==> src/rtl/regfile_writeback_unit.sv <==
// Writeback queue merging ALU and load-unit results into one register-file write port.
// Optional forwarding of pending writes is enabled with the WB_BYPASS_EN macro.
module regfile_writeback_unit #(
    parameter int unsigned DEPTH  = 4,
    parameter int unsigned DATA_W = 32
) (
    input  logic                     clock,
    input  logic                     reset,

    input  logic                     alu_valid,
    output logic                     alu_ready,
    input  logic [4:0]               alu_rd,
    input  logic [DATA_W-1:0]        alu_data,

    input  logic                     mem_valid,
    output logic                     mem_ready,
    input  logic [4:0]               mem_rd,
    input  logic [DATA_W-1:0]        mem_data,

    output logic                     regwrite,
    output logic [4:0]               write_reg,
    output logic [DATA_W-1:0]        write_data,

    input  logic [4:0]               byp_rs1,
    input  logic [4:0]               byp_rs2,
    output logic                     byp_hit1,
    output logic [DATA_W-1:0]        byp_data1,
    output logic                     byp_hit2,
    output logic [DATA_W-1:0]        byp_data2,

    output logic [$clog2(DEPTH):0]   count,
    output logic                     full,
    output logic                     empty
);

    localparam int unsigned PTR_W = $clog2(DEPTH);
    localparam int unsigned CNT_W = PTR_W + 1;
    localparam logic [CNT_W-1:0] DEPTH_C = CNT_W'(DEPTH);

    logic [4:0]        rd_q   [DEPTH];
    logic [DATA_W-1:0] data_q [DEPTH];

    logic [PTR_W-1:0]  rptr_q;
    logic [PTR_W-1:0]  wptr_q;
    logic [PTR_W-1:0]  wptr_d;
    logic [PTR_W-1:0]  alu_slot;
    logic [CNT_W-1:0]  count_q;
    logic [CNT_W-1:0]  count_d;
    logic [CNT_W-1:0]  free_slots;

    logic              regwrite_q;
    logic [4:0]        write_reg_q;
    logic [DATA_W-1:0] write_data_q;

    logic              mem_fire;
    logic              alu_fire;
    logic              mem_push;
    logic              alu_push;
    logic              pop;
    logic [1:0]        push_n;

    // Readiness looks only at start-of-cycle occupancy; the load channel wins the last slot.
    always_comb begin
        free_slots = DEPTH_C - count_q;
        mem_ready  = reset && (free_slots >= CNT_W'(1));
        alu_ready  = reset && ((free_slots >= CNT_W'(2)) ||
                               ((free_slots == CNT_W'(1)) && !mem_valid));
    end

    always_comb begin
        mem_fire = mem_valid && mem_ready;
        alu_fire = alu_valid && alu_ready;
        mem_push = mem_fire && (mem_rd != 5'd0);
        alu_push = alu_fire && (alu_rd != 5'd0);
        pop      = (count_q != '0);
        push_n   = {1'b0, mem_push} + {1'b0, alu_push};
        alu_slot = wptr_q + PTR_W'(mem_push);
        wptr_d   = wptr_q + PTR_W'(push_n);
        count_d  = count_q + CNT_W'(push_n) - CNT_W'(pop);
    end

    // Entry storage carries no reset; validity is tracked by the pointers and count.
    always_ff @(posedge clock) begin
        if (mem_push) begin
            rd_q[wptr_q]   <= mem_rd;
            data_q[wptr_q] <= mem_data;
        end
        if (alu_push) begin
            rd_q[alu_slot]   <= alu_rd;
            data_q[alu_slot] <= alu_data;
        end
    end

    always_ff @(posedge clock) begin
        if (!reset) begin
            rptr_q       <= '0;
            wptr_q       <= '0;
            count_q      <= '0;
            regwrite_q   <= 1'b0;
            write_reg_q  <= 5'd0;
            write_data_q <= '0;
        end else begin
            rptr_q     <= rptr_q + PTR_W'(pop);
            wptr_q     <= wptr_d;
            count_q    <= count_d;
            regwrite_q <= pop;
            if (pop) begin
                write_reg_q  <= rd_q[rptr_q];
                write_data_q <= data_q[rptr_q];
            end
        end
    end

    always_comb begin
        regwrite   = regwrite_q;
        write_reg  = write_reg_q;
        write_data = write_data_q;
        count      = count_q;
        full       = (count_q == DEPTH_C);
        empty      = (count_q == '0);
    end

`ifdef WB_BYPASS_EN
    logic [PTR_W-1:0] idx;

    // Scan oldest to youngest so the last match found is the youngest.
    always_comb begin
        byp_hit1  = 1'b0;
        byp_data1 = '0;
        byp_hit2  = 1'b0;
        byp_data2 = '0;
        idx       = '0;
        if (regwrite_q) begin
            if (write_reg_q == byp_rs1) begin
                byp_hit1  = 1'b1;
                byp_data1 = write_data_q;
            end
            if (write_reg_q == byp_rs2) begin
                byp_hit2  = 1'b1;
                byp_data2 = write_data_q;
            end
        end
        for (int unsigned i = 0; i < DEPTH; i++) begin
            if (CNT_W'(i) < count_q) begin
                idx = rptr_q + PTR_W'(i);
                if (rd_q[idx] == byp_rs1) begin
                    byp_hit1  = 1'b1;
                    byp_data1 = data_q[idx];
                end
                if (rd_q[idx] == byp_rs2) begin
                    byp_hit2  = 1'b1;
                    byp_data2 = data_q[idx];
                end
            end
        end
        if (byp_rs1 == 5'd0) begin
            byp_hit1  = 1'b0;
            byp_data1 = '0;
        end
        if (byp_rs2 == 5'd0) begin
            byp_hit2  = 1'b0;
            byp_data2 = '0;
        end
    end
`else
    logic unused_byp;

    assign unused_byp = ^{byp_rs1, byp_rs2};
    assign byp_hit1   = 1'b0;
    assign byp_data1  = '0;
    assign byp_hit2   = 1'b0;
    assign byp_data2  = '0;
`endif

endmodule

==> config.mk <==
export PLATFORM = sky130hd
export DESIGN_NAME = regfile_writeback_unit
export DESIGN_NICKNAME = d
export VERILOG_FILES = /design/src/rtl/regfile_writeback_unit.sv
export SDC_FILE = /design/constraint.sdc
export NUM_CORES = 1
export LEC_CHECK = 0
export BUFFER_PORTS_ARGS = -buffer_cell sky130_fd_sc_hd__buf_2
export CORE_MARGIN = 1.5
export CORE_UTILIZATION = 52
export CTS_BUF_LIST = sky130_fd_sc_hd__clkbuf_4
export DETAILED_ROUTE_END_ITERATION = 8
export GPL_ROUTABILITY_DRIVEN = 0
export GPL_TIMING_DRIVEN = 0
export PLACE_DENSITY = 0.86
export RECOVER_POWER = 100
export SLEW_MARGIN = 20
export SYNTH_ARGS = -nofsm -noshare
export SYNTH_HDL_FRONTEND = slang
export SYNTH_SLANG_ARGS = --single-unit
export TNS_END_PERCENT = 5
==> constraint.sdc <==
create_clock -name clock -period 3.9 [get_ports clock]
set_input_delay 0.78 -clock clock [delete_from_list [all_inputs] [get_ports clock]]
set_output_delay 0.78 -clock clock [all_outputs]
set_load 0.02 [all_outputs]
Word level (Yosys, flattened, before mapping)
Memories as Yosys holds them, arrays and structs flattened. A register that Yosys moved wholly into a read port is not among the register bits.
Index checks and enable logic that the tools add are counted.
{"block": "op_classes", "add_sub_neg": 7, "order_cmp": 2, "eq_ne": 2, "muxes": 4, "n_reduce_logical": 15}
{"operator": "$reduce_bool 5->1", "n": 2}
{"operator": "$logic_and 1x1->1", "n": 7}
{"operator": "$add 2x1->2", "n": 2}
{"operator": "$mux 1", "n": 4}
{"operator": "$add 3x2->3", "n": 1}
{"operator": "$eq 3x1->1 const B", "n": 1}
{"operator": "$eq 3x3->1 const B", "n": 1}
{"operator": "$ge 3x1->1 const B", "n": 1}
{"operator": "$ge 3x2->1 const B", "n": 1}
{"operator": "$logic_not 1->1", "n": 3}
{"operator": "$logic_not 3->1", "n": 1}
{"operator": "$reduce_bool 3->1", "n": 1}
{"operator": "$sub 3x1->3", "n": 1}
{"operator": "$sub 3x3->3 const A", "n": 1}
{"operator": "$add 1x1->2", "n": 1}
{"operator": "$add 2x2->2", "n": 1}
{"operator": "$logic_or 1x1->1", "n": 1}
{"block": "word_totals", "regBits": 8, "ram_bits": 148, "word_cells": 36, "mem_count": 2}
{"name": "data_q", "words": 4, "word_bits": 32, "rd": 1, "rd_clocked_by_memory_dff": 1, "wr": 2, "line_no": "41", "source": "logic [DATA_W-1:0] data_q [DEPTH];"}
{"name": "rd_q", "words": 4, "word_bits": 5, "rd": 1, "rd_clocked_by_memory_dff": 1, "wr": 2, "line_no": "40", "source": "logic [4:0] rd_q [DEPTH];"}

Logic depth before layout (Yosys ltp)
{"block": "depth", "ltp_word": 10, "depth_mapped": 13, "mapped_depth_nobuf": 13}

Worst setup path after synthesis
OpenSTA, ideal clock, no wires.
{"block": "synth_timing", "kind": "flip-flop to flip-flop", "from": "register count_q[0] (netlist: count[0])", "to": "memory data_q[1][0], enable pin", "setup_ns": 0.439, "t_arrival_ns": 3.843, "required_time_ns": 3.461, "slack_ns": -0.382, "stages_incl_launch_ff": 12, "n_path_buf": 2, "path_cell_list": "dfxtp_1 -> inv_1 -> ha_1 -> ha_1 -> or4b_2 -> o2111a_1 -> ha_1 -> xor2_1 -> nor4_2 -> buf_6 -> buf_6 -> o21bai_1"}
{"item": "from (decl)", "line_no": "47", "source": "logic [CNT_W-1:0] count_q;"}
{"item": "from (signal assigned)", "line_no": "105", "source": "count_q <= count_d;"}
{"item": "to (decl)", "line_no": "41"}

==> impl_metrics.tcl <==
set metrics [dict create \
    status "completed" \
    timing.final.hold_violations 0 \
    wl_per_cell_um 18.6 \
    most_frequent_standard_cell_in_the_layout_excluding_fill_and_tap_cells "sky130_fd_sc_hd__edfxtp_1" \
    design.final.nets 964 \
    critPathCaptureType "register" \
    drc 0 \
    number_of_synthesized_register_bits 193 \
    layout_worst_path_cycle_share_pct 99.1 \
    synth.top_cells.by_area "sky130_fd_sc_hd__edfxtp_1, sky130_fd_sc_hd__mux2_4, sky130_fd_sc_hd__dfxtp_1" \
    worstPathArrival_ns 4.17 \
    worstSetupPathType "register to register" \
    grt_setup_unrepaired "true" \
    cpPeakStageDelay_ns 0.60 \
    cellLeakagePower_nw 4.43 \
    p_per_area_nw_per_um2 607 \
    critical_path.startpoint "count[0]$_SDFF_PN0_" \
    most_used_cells_in_the_layout_excluding_fill_and_tap_cells "sky130_fd_sc_hd__edfxtp_1, sky130_fd_sc_hd__buf_2, sky130_fd_sc_hd__nand2_1" \
    critical_path.cell_chain "inv_1, ha_1, ha_1, or4b_2, o2111a_2, ha_1, nand2_1, nor4_2, buf_6, buf_6, o21bai_4, buf_16" \
    clk_pin_slew_worst_paths_ns 0.16 \
    number_of_global_route_vias_before_repair 5741 \
    rr_worst_depth 12 \
    skew_ns 0.0205 \
    antenna_found_initial 4 \
    setup_viol_count_final 0 \
    place.port_buffers 122 \
    cpMaxStageDelayCell "sky130_fd_sc_hd__or4b_2" \
    async_reset_ff_share_pct 0 \
    worstPathRequired_ns 4.21 \
    ctsRootBufferMaster "sky130_fd_sc_hd__clkbuf_4" \
    area_share_of_the_leading_cell_type_in_the_synthesized_netlist_pct 44.6 \
    synth_cell_type_count 35 \
    grt_start_max_net_pins 38 \
    synth.mux.area_fraction_pct 28.0 \
    preCtsSetupSlack_ns -0.139 \
    floorplan.core_area_um2 18800 \
    cts_buffer_depth 2 \
    synth-adder-area-share_pct 1.46 \
    max_slew.worst_pin.slew_ns 0.931 \
    synthesis.area_per_instance_um2 15.2 \
    drive_above_1_share_pct 45.6 \
    via_per_inst 5.14 \
    die_height_um 141 \
    yosys_warnings 0 \
    setup_crit_end "data_q[1][15]$_DFFE_PP_" \
    synth_sequential_area_ratio_pct 53.7 \
    global_route_wire_length_before_repair_um 31000 \
    tritoncts_num_sinks 193 \
    clk-insertion-delay-late_ns 0.59 \
    rr_endpoint "data_q[1][15]$_DFFE_PP_" \
    cts_inserted_buffers 17 \
    area_of_the_die_um2 20000 \
    worst_ir_drop_on_vdd_mv 0.298 \
    slew-limit-headroom_pct 37.9 \
    first_iter_violations 323 \
    largest_register "data_q" \
    htreeDepth 4 \
    routed_wirelength_um 20700 \
    synth_edf_count 148 \
    global_route.usage.total_pct 21.1 \
    hold_path.class "register to register" \
    synth_area_in_compound_gates_pct 3.56 \
    route.antenna.remaining_nets 0 \
    timing.reg2reg.setup_slack_ns 0.04 \
    grt.overflow.total 0 \
    vias_after_detailed_routing 5739 \
    fin_crit_ns 3.86 \
    drt_pre_antenna_iters 5 \
    cp.buffers_inverters 4 \
    place.detailed.hpwl_um 14100 \
    synth_cells 655 \
    worstSetupStartpointType "register" \
    chip_width_um 141 \
    cts_tree "built" \
    max_cap_violations 0 \
    ios 199 \
    dominant_combinational_cell_family_by_area_after_synthesis "multiplexers" \
    path_delay_family "simple AND/OR/NAND/NOR gates" \
    largest_reg_flops 128 \
    syn-cell-area_um2 9960 \
    peak_fanout_along_the_critical_path 19 \
    synthSimpleGateAreaFrac_pct 4.78 \
    synth_xor_xnor_area_share_pct 0.704 \
    timing.hold.ws_ns 0.480 \
    worst_slack_setup_final_ns 0.0369 \
    area_growth_pct 15.1 \
    synth-main-ff-cell "sky130_fd_sc_hd__edfxtp_1" \
    worst-path-stages 12 \
    initial_utilization_pct 53.0 \
    timing.rr.start "count[0]$_SDFF_PN0_" \
    num_rows 50 \
    worst_path_most_repeated_cell "sky130_fd_sc_hd__ha_1" \
    slew_violations 0 \
    synth_largest_area_cell "sky130_fd_sc_hd__edfxtp_1" \
    max_clock_freq_mhz 259 \
]
## worst min-delay path, stage by stage (launching register included)
cell and delay (ns):
sky130_fd_sc_hd__dfxtp_1 0.34, sky130_fd_sc_hd__nand2_1 0.05, sky130_fd_sc_hd__a21boi_0 0.06
## power breakdown
group          internal (mW)  switching [mW]  leakage [nW]  total (mW)
logic                   1.27            1.67          2.57        2.94
registers               2.82           0.202          1.72        3.02
clock network          0.331           0.669         0.141        1.00
total                   4.41            2.54          4.43        6.96
## cell type report
cell class / count / area, um2
Sequential cell: 193 / 5350
Clock buffer: 19 / 143
Tap cell: 234 / 293
Buffer: 105 / 752
Antenna cell: 4 / 10.0
Fill cell: 1467 / 7310
Timing Repair Buffer: 125 / 627
Multi-Input combinational cell: 414 / 4140
Clock inverter: 13 / 113
Inverter: 9 / 33.8
## per-stage QoR
stage | cells | setup TNS [ns] | power [mW] | area (um2) | util, %
finish | 1116 | 0 | 6.96 | 11500 | 61.0
global route | 1114 | -4.19 | 7.35 | 11500 | 61.0
CTS | 1110 | -0.0437 | 7.02 | 11500 | 61.1
floorplan | 720 | -28.30 | 5.14 | 10200 | -
detailed placement | 1078 | -14.25 | 6.05 | 11200 | 59.6
global placement | 1076 | -137.88 | 5.91 | 11100 | 59.2
## kinds of logic (layout without fill, tap and decap cells)
logic type | after synthesis | after routing
compound gates | 44 | 45
xor+xnor | 8 | 8
fa+ha+maj | 11 | 11
buf+inv | 114 | 271
flops | 193 | 193
mux | 185 | 185
other cells | 1 | 70
simple gates | 99 | 99
## per-layer routing
layer	global-route usage [%]	vias to the layer above	share of wire, %
met5	0	-	0
met4	7.05	0	1.5
met3	5.91	23	6.5
met1	25.3	2779	41
li1	-	2732	-
met2	37.0	205	51
## Yosys cell counts, types with 2 or more instances
library cell / instances
sky130_fd_sc_hd__dfxtp_1: 45
sky130_fd_sc_hd__nor2b_1: 3
sky130_fd_sc_hd__xnor2_1: 3
sky130_fd_sc_hd__ha_1: 10
sky130_fd_sc_hd__buf_4: 66
sky130_fd_sc_hd__mux2_2: 72
sky130_fd_sc_hd__xor2_1: 5
sky130_fd_sc_hd__a21boi_0: 37
sky130_fd_sc_hd__mux4_2: 37
sky130_fd_sc_hd__and2_1: 6
sky130_fd_sc_hd__buf_6: 12
sky130_fd_sc_hd__mux2_4: 76
sky130_fd_sc_hd__edfxtp_1: 148
sky130_fd_sc_hd__buf_2: 9
sky130_fd_sc_hd__nand2_1: 77
sky130_fd_sc_hd__nor4_2: 4
sky130_fd_sc_hd__o21bai_1: 2
sky130_fd_sc_hd__clkbuf_1: 17
sky130_fd_sc_hd__a31o_2: 2
sky130_fd_sc_hd__inv_1: 9
## what timing repair did
action | in CTS | in global routing
gates resized for setup | 6 | 2
hold buffers | 0 | 0
buffers inserted | 0 | 1
cloned | 0 | 1
pin swaps | 3 | 0
setup endpoints to repair | 113 | 113
## how the worst min path moves through the flow
stage | start | end | slack [ns] | cells past startpoint
2_1_floorplan | write_data[11]$_SDFFE_PN0N_ | write_data[11]$_SDFFE_PN0N_ | 0.54 | 2
3_3_place_gp | write_data[11]$_SDFFE_PN0N_ | write_data[11]$_SDFFE_PN0N_ | 0.45 | 2
3_5_place_dp | write_data[28]$_SDFFE_PN0N_ | write_data[28]$_SDFFE_PN0N_ | 0.46 | 2
4_1_cts | write_data[28]$_SDFFE_PN0N_ | write_data[28]$_SDFFE_PN0N_ | 0.48 | 2
5_1_grt | alu_data[2] | data_q[3][2]$_DFFE_PP_ | 0.46 | 2
6_report | write_data[11]$_SDFFE_PN0N_ | write_data[11]$_SDFFE_PN0N_ | 0.48 | 2
Power figures use the tool's default switching activity.
